File: config.mk
export PLATFORM = sky130hd
export DESIGN_NAME = reset_sequencer
export DESIGN_NICKNAME = d
export VERILOG_FILES = /design/src/rtl/reset_sequencer.sv
export SDC_FILE = /design/constraint.sdc
export NUM_CORES = 1
export LEC_CHECK = 0
export ABC_CLOCK_PERIOD_IN_PS = 1400
export CAP_MARGIN = 40
export CORE_AREA = 2 2 39 41
export CTS_BUF_LIST = sky130_fd_sc_hd__clkbuf_2 sky130_fd_sc_hd__clkbuf_4 sky130_fd_sc_hd__clkbuf_8
export DETAILED_ROUTE_END_ITERATION = 8
export DIE_AREA = 0 0 41 43
export PLACE_DENSITY = 0.71
export RECOVER_POWER = 100
export SETUP_SLACK_MARGIN = 0.02
export SYNTH_ARGS = -nofsm -noshare
export SYNTH_HDL_FRONTEND = slang
export SYNTH_SLANG_ARGS = --single-unit
File: constraint.sdc
create_clock -name clk_i -period 1.4 [get_ports clk_i]
set_input_delay 0.28 -clock clk_i [delete_from_list [all_inputs] [get_ports clk_i]]
set_output_delay 0.28 -clock clk_i [all_outputs]
set_load 0.1 [all_outputs]
File: src/rtl/reset_sequencer.sv
// Staged reset release: holds every downstream reset for a fixed time after the synchronized
// reset drops, then frees them one by one. A level soft-reset request restarts the sequence.
module reset_sequencer #(
   parameter int NUM_STAGES  = 3,
   parameter int HOLD_CYCLES = 16,
   parameter int GAP_CYCLES  = 4
) (
   input  logic                  clk_i,
   input  logic                  rst_i,
   input  logic                  swRstReq_i,
   output logic                  swRstAck_o,
   output logic [NUM_STAGES-1:0] rst_o,
   output logic                  ready_o
);

   localparam int MAX_CYCLES = (HOLD_CYCLES > GAP_CYCLES) ? HOLD_CYCLES : GAP_CYCLES;
   localparam int CW         = $clog2(MAX_CYCLES + 1);

   localparam logic [CW-1:0] HOLD_LAST = CW'(HOLD_CYCLES);
   localparam logic [CW-1:0] GAP_LAST  = CW'(GAP_CYCLES - 1);

   if (NUM_STAGES < 1 || HOLD_CYCLES < 1 || GAP_CYCLES < 1) begin : g_param_check
      $error("reset_sequencer: NUM_STAGES, HOLD_CYCLES and GAP_CYCLES must all be >= 1");
   end

   typedef enum logic [1:0] {
      HOLD,
      STAGE,
      DONE
   } state_t;

   state_t                  state;
   logic [CW-1:0]           count;
   logic                    req_prev;
   logic [NUM_STAGES-1:0]   next_rst;

   // Stages release in bit order, so shifting left clears exactly the next stage.
   assign next_rst = rst_o << 1;

   always_ff @(posedge clk_i) begin
      if (rst_i) begin
         state      <= HOLD;
         count      <= '0;
         rst_o      <= '1;
         ready_o    <= 1'b0;
         swRstAck_o <= 1'b0;
         req_prev   <= 1'b0;
      end else begin
         req_prev   <= swRstReq_i;
         swRstAck_o <= swRstReq_i & ~req_prev;
         if (swRstReq_i) begin
            state   <= HOLD;
            count   <= '0;
            rst_o   <= '1;
            ready_o <= 1'b0;
         end else begin
            case (state)
               HOLD: begin
                  if (count == HOLD_LAST) begin
                     rst_o <= next_rst;
                     count <= '0;
                     state <= (next_rst == '0) ? DONE : STAGE;
                  end else begin
                     count <= count + 1'b1;
                  end
               end
               STAGE: begin
                  if (count == GAP_LAST) begin
                     rst_o <= next_rst;
                     count <= '0;
                     state <= (next_rst == '0) ? DONE : STAGE;
                  end else begin
                     count <= count + 1'b1;
                  end
               end
               DONE: begin
                  ready_o <= 1'b1;
               end
               default: begin
                  state <= HOLD;
               end
            endcase
         end
      end
   end

endmodule

==> impl.org, run 1 <==
** Run status
- Outcome :: completed

** Power and ir drop
- Power spread over the standard cell area amounts to 862 nW/µm².
- Total Power Consumption :: 686 µW
- Of the total power, registers draw 55.3%.
- The worst-case IR drop observed on VDD is 0.000685 V.
- The internal power of the cells totals 532 µW.
- Leak pwr :: roughly 0.00033 µW
- Switching power :: 154 µW
- Clock share of power :: 36.4%
- Switching part of the total :: 22.5%
- Share of total power in combinational logic :: 8.3%

** Placement
- Half-perimeter wire length of the detailed placement result :: 847 µm
- At the placement stage, the worst setup path has a slack of -0.0309 ns.
- Number of placed instances, taps included :: 90
- Number of buffers inserted by port buffering :: 7
- Routability Congestion :: 0.869

** GRT
- The number of antenna violations at the first check in global routing is 0.
- Wire length of the first global-routing pass :: around 2.0 mm
- In the global route stage, overall resource usage came out at 16.6%.
- The via count of the first global-routing pass was 459.
- Largest net degree at the start of global routing :: 11
- Overflow after GRT :: 0

** Clock network
- Counting every sink on the clock net gives 13.
- Latest clock arrival within the worst-skew pair :: 0.27 ns
- The clock passes through at most 2 buffers.
- In this run the number of H-tree levels came out at 1.
- Cell at the root of the clock tree :: sky130_fd_sc_hd__clkbuf_4
- CTS clk-pin slew, worst paths :: approximately 0.080 ns
- TritonCTS built the clock tree.
- Clock tree synthesis inserted a total of 3 buffers.

** Synth
- The share of the Yosys chip area taken by registers is 42.6%.
- Synth cell types :: 28
- Summing every instance area after synthesis gives 611 µm².
- Synth top area share :: roughly 43%
- By count the netlist is led by sky130_fd_sc_hd__dfxtp_1 (13), sky130_fd_sc_hd__nor2_1 (8), sky130_fd_sc_hd__inv_1 (4).
- In this run, synthesis produced a sequential element count of 13.
- Syn_nets :: 67
- Number of flops mapped to enable cells by yosys :: 0
- Post-Synthesis Mean Instance Area :: between 9 and 10 µm²
- Cell with the most instances after synthesis :: sky130_fd_sc_hd__dfxtp_1
- Counting flops with an async set or reset pin after synthesis yields a share of 0%.
- The Yosys step of the flow raised 0 warnings.
- The most used flip-flop cell after synthesis is sky130_fd_sc_hd__dfxtp_1.
- Top cells by area in the synthesized netlist :: sky130_fd_sc_hd__dfxtp_1 (43%), sky130_fd_sc_hd__nor2_1 (4.9%), sky130_fd_sc_hd__a32oi_4 (4.5%)
- Post-synth top area cell :: sky130_fd_sc_hd__dfxtp_1
- Cells after synthesis :: 62

** Die
- The die is 43 µm tall.
- The die covers 1760 µm².
- Starting utilization of the core area :: between 40% and 50%
- In this run the standard cell core region covers between 1000 and 1500 µm².
- Floorplan row count :: 14
- Chip width :: between 40 and 50 µm
- Ports :: 8

** STA
- Post-route fraction of the period consumed by the critical path :: 95.3%
- Number of endpoints failing setup at the final stage :: 0
- Clock skew after layout :: 0.00470 ns
- Timing would allow up to 749 MHz.
- The final number of hold-violating endpoints is 0.
- Relative slew slack :: about four fifths
- Setup repair after global routing missed its margin :: yes
- The worst path meets setup with 0.0652 ns of slack.
- Final min period :: 1.33 ns
- Slew Viols, Final :: 0
- Worst Tran Pin Value :: about 0.31 ns

** Layout
- The number of antenna diodes in the final layout is 0.
- In the final design database the tool counted 85 nets.
- Fillers :: about 120
- For this run, the number of standard cells in the final layout without fillers is 95.
- Fraction of final layout cells sized beyond drive strength 1 :: 36.7%
- Synth-to-Final Area Change :: 30.3%

** Detailed routing
- Residual antenna-violating net count after detailed routing :: 0
- Vias per std cell :: 5.19
- First-pass DRT Iterations :: 4
- WL per Instance :: about 13 µm
- In the routed design, unresolved DRC markers number 0.
- The routed design has ~1.3 mm of wire.
- The routed layout has 493 vias.
- Count of routing violations after the opening detailed-route iteration :: 8

** Job
- The tool flagged a number of max-cap violations equal to 0.

** Critical path
- Critical Path Source Type :: register
- Crit path max-delay family :: flip-flops
- Startpoint-to-endpoint class of the critical path :: register to register
- Longest individual stage delay on the worst path :: 0.35 ns
- Highest-delay cell along the critical path :: sky130_fd_sc_hd__dfxtp_2
- Maximum fanout along the worst path :: 6
- The number of buffers and inverters on the critical path is 1.
- Ordered cell list for the critical path :: inv_1, ha_4, and4bb_4, a32oi_4, mux2i_1
- The worst setup path is captured at a register.
- Data arrives at the worst endpoint at 1.54 ns.
- At the worst endpoint, the required time is 1.60 ns.

** Min path
- The min-delay analysis places its worst path in the category register to register.
[repair_timing]
item | CTS | global route
pin swaps | 1 | 2
resized for setup | 2 | 6
hold buffers | 0 | 0
setup buffers | 0 | 1
endpoints found under the setup margin | 5 | 7
[logic make-up (layout without fill, tap and decap cells)]
logic type      count (synthesis)  after routing  synth area share [%]
simple gates                   25             25                  25.6
mux                             2              2                  3.28
xor+xnor                        3              3                  4.30
compound gates                 11             11                  16.2
fa+ha+maj                       2              2                  4.10
flops                          13             13                  42.6
buf+inv                         6             23                  3.89
[path summary, 6_finish.rpt]
path	start	endpoint	slack (ns)	cells after the start
hold / removal	req_prev	swRstAck_o	0.39	1
setup / recovery	count[1]	rst_o[2]	0.07	5
setup reg to reg	count[1]	rst_o[2]	0.07	5
hold reg to reg	req_prev	swRstAck_o	0.39	1
[flip-flops by register name, summed over array words and instances, names as in the netlist]
register,cells
count,5
rst_o,3
ready_o,1
state,2
req_prev,1
swRstAck_o,1
[per-layer routing]
metal,up-vias,global-route usage (%),part of all wire (%)
li1,257,-,-
met1,230,23.0,50
met2,6,22.8,46
met3,0,9.42,3.4
met4,0,2.00,0
met5,-,0,0
[power by group through the flow]
| stage | Sequential [µW] | Combinational, µW | Clock (µW) |
|---|---|---|---|
| detailed placement | 388 | 56.5 | 0 |
| global placement | 388 | 55.6 | 0 |
| CTS | 380 | 57.4 | 265 |
| finish | 379 | 56.9 | 250 |
| floorplan | 398 | 18.3 | 0 |
| global route | 380 | 61.8 | 281 |
[worst register-to-register path: stages (launching register included)]
cell and delay, ns:
sky130_fd_sc_hd__dfxtp_2 0.35, sky130_fd_sc_hd__inv_1 0.07, sky130_fd_sc_hd__ha_4 0.16, sky130_fd_sc_hd__and4bb_4 0.21, sky130_fd_sc_hd__a32oi_4 0.26, sky130_fd_sc_hd__mux2i_1 0.22
[layout by cell type, fill, tap and decap left out, drive strengths merged, types with 2 or more instances in the layout]
cell     n
a211o    2
a21oi    2
a31oi    3
and3     3
buf      6
clkbuf  11
dfxtp   13
ha       2
inv      4
mux2i    2
nand2    2
nand4b   2
nor2     8
nor2b    4
xnor2    2
[cell type report]
class,instances,area [µm²],area share [%]
multi-input combinational,43,350,44.0
sequential,13,267,33.5
timing repair buffer,15,114,14.3
clock buffer,4,30.0,3.77
tap,16,20.0,2.52
inverter,4,15.0,1.89
[through the flow]
step | TNS (ns) | hold WS (ns) | util [%] | instance area [µm²]
2_1_floorplan | 0 | 0.359 | - | 613
3_3_place_gp | -0.00306 | 0.372 | 57.6 | 797
3_5_place_dp | -0.0467 | 0.381 | 57.6 | 797
4_1_cts | 0 | 0.393 | 60.0 | 831
5_1_grt | -0.00844 | 0.404 | 57.5 | 796
6_report | 0 | 0.388 | 57.5 | 796
No activity file was read; power rests on OpenSTA's default activity.
==> run 2, diff against run 1 <==
CAP_MARGIN = 20   (was 40)
==> results of run 2 <==
Final layout, timing and power as in run 1 (identical DEF).
==> run 3, diff against run 2 <==
CAP_MARGIN = 25   (was 20)
==> results of run 3 <==
Final layout, timing and power as in run 1 (identical DEF).
